$ cat config.mk
export PLATFORM = sky130hd
export DESIGN_NAME = register_file_8x16_flat
export DESIGN_NICKNAME = d
export VERILOG_FILES = /design/src/rtl/register_file_8x16_pkg.sv /design/src/rtl/register_file_8x16_if.sv /design/src/rtl/register_16_bit.sv /design/src/rtl/register_file_8x16.sv /design/src/flat_wrapper.sv
export SDC_FILE = /design/constraint.sdc
export NUM_CORES = 1
export LEC_CHECK = 0
export ABC_AREA = 1
export BUFFER_PORTS_ARGS = -buffer_cell sky130_fd_sc_hd__buf_2
export CAP_MARGIN = 10
export CORE_UTILIZATION = 55
export CTS_BUF_LIST = sky130_fd_sc_hd__clkbuf_2
export CTS_CLUSTER_SIZE = 14
export DETAILED_ROUTE_END_ITERATION = 8
export PLACE_DENSITY = 0.75
export SLEW_MARGIN = 0
export SYNTH_ARGS = -nofsm -noshare
export SYNTH_HDL_FRONTEND = slang
export SYNTH_SLANG_ARGS = --single-unit
$ cat constraint.sdc
create_clock -name CLK -period 3.79 [get_ports CLK]
set_clock_uncertainty 0.2 [all_clocks]
set_input_delay 0.9475 -clock CLK [delete_from_list [all_inputs] [get_ports CLK]]
set_output_delay 0.9475 -clock CLK [all_outputs]
set_load 0.02 [all_outputs]
$ cat src/rtl/register_file_8x16_pkg.sv
`default_nettype none
// ============================================================================
// Module      : register_file_8x16_pkg
// Description : Shared sizes and constants for the 8x16 register file.
// Revision    : 1.0 - initial release
// ============================================================================
package register_file_8x16_pkg;

    localparam int RF_DATA_W   = 16;
    localparam int RF_ADDR_W   = 3;
    localparam int RF_NUM_REGS = 8;

    // R0 is hard-wired to this value rather than stored.
    localparam logic [RF_DATA_W-1:0] RF_ZERO = 16'h0000;

endpackage : register_file_8x16_pkg
`default_nettype wire

$ cat src/rtl/register_file_8x16_if.sv
`default_nettype none
// ============================================================================
// Module      : register_file_8x16_if
// Description : Write, read and debug-read port bundle of the register file.
// Revision    : 1.0 - initial release
// ============================================================================
interface register_file_8x16_if
    import register_file_8x16_pkg::*;
#(
    parameter int DATA_W = RF_DATA_W,
    parameter int ADDR_W = RF_ADDR_W
) ();

    logic              WE;
    logic [ADDR_W-1:0] WA;
    logic [DATA_W-1:0] WD;
    logic [ADDR_W-1:0] RA1;
    logic [ADDR_W-1:0] RA2;
    logic [DATA_W-1:0] RD1;
    logic [DATA_W-1:0] RD2;
    logic [ADDR_W-1:0] DA;
    logic [DATA_W-1:0] DD;

    modport master (
        output WE, WA, WD, RA1, RA2, DA,
        input  RD1, RD2, DD
    );

    modport slave (
        input  WE, WA, WD, RA1, RA2, DA,
        output RD1, RD2, DD
    );

endinterface : register_file_8x16_if
`default_nettype wire

$ cat src/rtl/register_16_bit.sv
`default_nettype none
// ============================================================================
// Module      : register_16_bit
// Description : Load-enabled storage register with synchronous clear.
// Revision    : 1.0 - initial release
// ============================================================================
module register_16_bit
    import register_file_8x16_pkg::*;
#(
    parameter int WIDTH = RF_DATA_W
) (
    input  wire logic             CLK,
    input  wire logic             RST,
    input  wire logic             le_i,
    input  wire logic [WIDTH-1:0] d_i,
    output logic      [WIDTH-1:0] q_o
);

    logic [WIDTH-1:0] data_q;
    logic [WIDTH-1:0] data_d;

    always_comb begin
        data_d = data_q;
        if (le_i) begin
            data_d = d_i;
        end
    end

    // Clear wins over load so a write coincident with reset is dropped.
    always_ff @(posedge CLK) begin
        if (RST) begin
            data_q <= '0;
        end else begin
            data_q <= data_d;
        end
    end

    assign q_o = data_q;

endmodule : register_16_bit
`default_nettype wire

$ cat src/rtl/register_file_8x16.sv
`default_nettype none
// ============================================================================
// Module      : register_file_8x16
// Description : 8 x DATA_W register file, R0 constant, two read ports + debug.
// Revision    : 1.0 - initial release
// ============================================================================
module register_file_8x16
    import register_file_8x16_pkg::*;
#(
    parameter int DATA_W = RF_DATA_W,
    parameter int ADDR_W = RF_ADDR_W
) (
    input  wire logic            CLK,
    input  wire logic            RST,
    register_file_8x16_if.slave  bus
);

    localparam int NUM_REGS = RF_NUM_REGS;

    logic [NUM_REGS-1:0] w_le;
    logic [DATA_W-1:0]   w_regs [NUM_REGS];

    // AND-gating with WE keeps an unknown WA harmless while WE is low.
    for (genvar gi = 0; gi < NUM_REGS; gi++) begin : g_dec
        assign w_le[gi] = bus.WE & (bus.WA == ADDR_W'(gi));
    end

    assign w_regs[0] = DATA_W'(RF_ZERO);

    for (genvar gi = 1; gi < NUM_REGS; gi++) begin : g_reg
        register_16_bit #(
            .WIDTH (DATA_W)
        ) u_reg (
            .CLK  (CLK),
            .RST  (RST),
            .le_i (w_le[gi]),
            .d_i  (bus.WD),
            .q_o  (w_regs[gi])
        );
    end

    // Unregistered selectors: a same-cycle read of the write target sees the old value.
    assign bus.RD1 = w_regs[bus.RA1];
    assign bus.RD2 = w_regs[bus.RA2];
    assign bus.DD  = w_regs[bus.DA];

    // w_le[0] is decoded but deliberately drives nothing.
    logic w_unused;
    assign w_unused = w_le[0];

endmodule : register_file_8x16
`default_nettype wire

$ cat src/flat_wrapper.sv
// flat-port wrapper written by rule: the top's interface ports become plain ports
module register_file_8x16_flat import register_file_8x16_pkg::*;
#(
    parameter int DATA_W = RF_DATA_W,
    parameter int ADDR_W = RF_ADDR_W
)
  (CLK, RST, bus_WE, bus_WA, bus_WD, bus_RA1, bus_RA2, bus_DA, bus_RD1, bus_RD2, bus_DD);
  register_file_8x16_if #(.DATA_W(DATA_W), .ADDR_W(ADDR_W)) bus_i ();
  input  wire logic CLK;
  input  wire logic RST;
  input wire logic [$bits(bus_i.WE)-1:0] bus_WE;
  input wire logic [$bits(bus_i.WA)-1:0] bus_WA;
  input wire logic [$bits(bus_i.WD)-1:0] bus_WD;
  input wire logic [$bits(bus_i.RA1)-1:0] bus_RA1;
  input wire logic [$bits(bus_i.RA2)-1:0] bus_RA2;
  input wire logic [$bits(bus_i.DA)-1:0] bus_DA;
  output wire logic [$bits(bus_i.RD1)-1:0] bus_RD1;
  output wire logic [$bits(bus_i.RD2)-1:0] bus_RD2;
  output wire logic [$bits(bus_i.DD)-1:0] bus_DD;
  assign bus_i.WE = bus_WE;
  assign bus_i.WA = bus_WA;
  assign bus_i.WD = bus_WD;
  assign bus_i.RA1 = bus_RA1;
  assign bus_i.RA2 = bus_RA2;
  assign bus_i.DA = bus_DA;
  assign bus_RD1 = bus_i.RD1;
  assign bus_RD2 = bus_i.RD2;
  assign bus_DD = bus_i.DD;
  register_file_8x16 #(.DATA_W(DATA_W), .ADDR_W(ADDR_W)) u_core (.CLK(CLK), .RST(RST), .bus(bus_i));
endmodule
==> results_dict.tcl <==
set metrics [dict create \
    root_buffer "clkbuf_2" \
    synth-async-reset-ratio 0 \
    routed_wl_um 27950 \
    ys_top_cells_by_count "nand2_1 (628), nor2_1 (211), nand3_1 (192), inv_1 (142), dfxtp_1 (112)" \
    ios 79 \
    design_area_um2 8409 \
    worst_pin_slew_ns 0.8026 \
    cts.sinks 112 \
    cp_top_family "buffers and inverters" \
    synthDominantCellAreaShare 0.3010 \
    seq_power_share 0.498 \
    dr.pass1.iters 6 \
    syn-num-nets 1506 \
    drt-initial-drc-count 1120 \
    largest_reg_flops 112 \
    crit_type "in -> out" \
    viasPerCell 5.632 \
    crit_buf_inv 4 \
    p_sw_frac 0.3886 \
    grt_pass1_vias 8411 \
    routed-via-count 9456 \
    status "completed" \
    crit_top_cell "nand2_1" \
    worstPathCellList "buf_2 > inv_1 > buf_12 > nand2_1 > nand3_1 > nand2_1 > nand2_1 > nand2_1 > buf_2" \
    maxSlewHeadroom 0.4644 \
    yosys-top-cells-area "nand2_1 (30%), dfxtp_1 (29%), nand3_1 (12%)" \
    r2r_slack_ns 2.82 \
    power_frac_comb 0.280 \
    timing.hold.ws_ns 0.2989 \
    ys_types 20 \
    portBuffers 78 \
    grt_max_degree 72 \
    cts_tree "built" \
    fin_crit_ns 3.265 \
    fill_cells 1510 \
    tns_ns 0 \
    power_density_nw_per_um2 298.2 \
    coreArea_um2 13880 \
    layout.nets 1524 \
    rsz0062_at_grt "false" \
    ant_nets 0 \
    finalHoldViolCount 0 \
    period_share 0.8615 \
    drc 0 \
    gp_congestion 0.9277 \
    clkTransAtPathRegs_ns 0.34 \
    slowest_delay_ns 0.22 \
    cts_hold_buf 0 \
    register_area_um2 2242 \
    grt_pass1_wl_um 43500 \
    intPower_uw 1533 \
    finalSetupViolations 0 \
    ir_worst_vdd_v 0.0001722 \
    drive_gt1_frac 0.08879 \
    hold_path_class "reg -> reg" \
    cts_setup_buffers 0 \
    p_leak_uw 0.004805 \
    end_kind "primary output" \
    clk_latency_ns 0.68 \
    antenna_found_initial 1 \
    final_util 0.6058 \
    synth-edff-count 0 \
    avgRoutedWirePerCell_um 16.65 \
    hpwlAfterDp_um 17660 \
    cts.htree.levels 3 \
    dp_cells 1662 \
    grt_use_total 0.3885 \
    mappedNetlistArea_um2 7831 \
    synth_top_area_cell "nand2_1" \
    crit_fanout 48 \
    cts_buffers 9 \
    grt_overflow 0 \
    cts_resized 0 \
    required_ns 2.64 \
    synth_seq_cells 112 \
    ys_warn_count 0 \
    startpoint_type "input pin" \
    syn_inst 1475 \
    chipHeight_um 121.3 \
    crit_slowest_cell "buf_2" \
    dieArea_um2 14720 \
    postSynthAreaPerCell_um2 5.309 \
    fmax_mhz 306.3 \
    multi_input_area_um2 4589 \
    placed_area_um2 8308 \
    crit_arrival_ns 2.12 \
    switching_power_uw 974.6 \
    start_util 0.5642 \
    area_delta_synth_final_pct 7.381 \
    synth_top_flop_cell "dfxtp_1" \
    num_rows 43 \
    die_w_um 121.3 \
    cts_max_path_buffers 2 \
    yosysMostFrequentCell "nand2_1" \
    power_frac_clock 0.222 \
    max_cap_violations 0 \
    drv_slew 0 \
    synth-seq-area-share 0.2863 \
    final_cells 1679 \
]
## path summary, 6_finish.rpt
path                                                   from                                        end  depth (start not counted)
setup / recovery                                  bus_DA[0]                                 bus_DD[10]                          9
hold / removal    u_core.g_reg[2].u_reg.q_o[9]$_SDFFE_PP0P_  u_core.g_reg[2].u_reg.q_o[9]$_SDFFE_PP0P_                          2
setup reg to reg  u_core.g_reg[4].u_reg.q_o[1]$_SDFFE_PP0P_  u_core.g_reg[4].u_reg.q_o[1]$_SDFFE_PP0P_                          4
hold reg to reg   u_core.g_reg[2].u_reg.q_o[9]$_SDFFE_PP0P_  u_core.g_reg[2].u_reg.q_o[9]$_SDFFE_PP0P_                          2
## per-layer routing
layer | vias to the layer above | GRT usage | routed length [um]
met2 | 645 | 0.5845 | 11950
met3 | 115 | 0.05639 | 3029
li1 | 4524 | - | -
met4 | 0 | 0.2971 | 1996
met5 | - | 0 | 0
met1 | 4172 | 0.4991 | 10970
## worst register-to-register path, stage by stage (launching register included)
cell,delay [ns]
dfxtp_1,0.37
inv_1,0.17
nand2_1,0.08
inv_1,0.07
nor2_1,0.04
## power groups by stage
| stage | Combinational [uW] | Sequential (uW) | Clock, uW |
|---|---|---|---|
| floorplan | 471 | 1260 | 0 |
| global placement | 677 | 1270 | 0 |
| detailed placement | 685 | 1270 | 0 |
| CTS | 687 | 1250 | 558 |
| global route | 768 | 1250 | 605 |
| finish | 702 | 1250 | 557 |
## cell families after synthesis
logic type	synth area share
AO/OA/AOI/OAI	0.04090
buffers and inverters	0.1277
flip-flops	0.2863
AND/OR/NAND/NOR	0.5451
## through the flow
stage	worst slack (ns)	total power, uW
finish	0.5250	2508
global route	0.4296	2627
CTS	0.5689	2492
detailed placement	0.5699	1952
global placement	0.5970	1944
floorplan	0.8193	1732
## placed cells by master, fill, tap and decap left out, drive strengths merged
cell type | Yosys | layout
diode | 0 | 1
nand2 | 632 | 632
nor2 | 214 | 214
buf | 54 | 103
nand4 | 16 | 16
dfxtp | 112 | 112
clkinvlp | 0 | 1
clkbuf | 42 | 9
o21ai | 64 | 64
clkinv | 2 | 4
inv | 146 | 150
nand3 | 193 | 193
## layout make-up
| cell class | instances | area share |
|---|---|---|
| clock buffers | 9 | 0.005356 |
| clock inverters | 7 | 0.006398 |
| repair buffers | 103 | 0.08213 |
| well taps | 180 | 0.02678 |
| flip-flops and latches | 112 | 0.2666 |
| diodes | 1 | 0.0002976 |
| inverters | 148 | 0.06666 |
| multi-input cells | 1119 | 0.5458 |
Power figures use the tool's default switching activity.
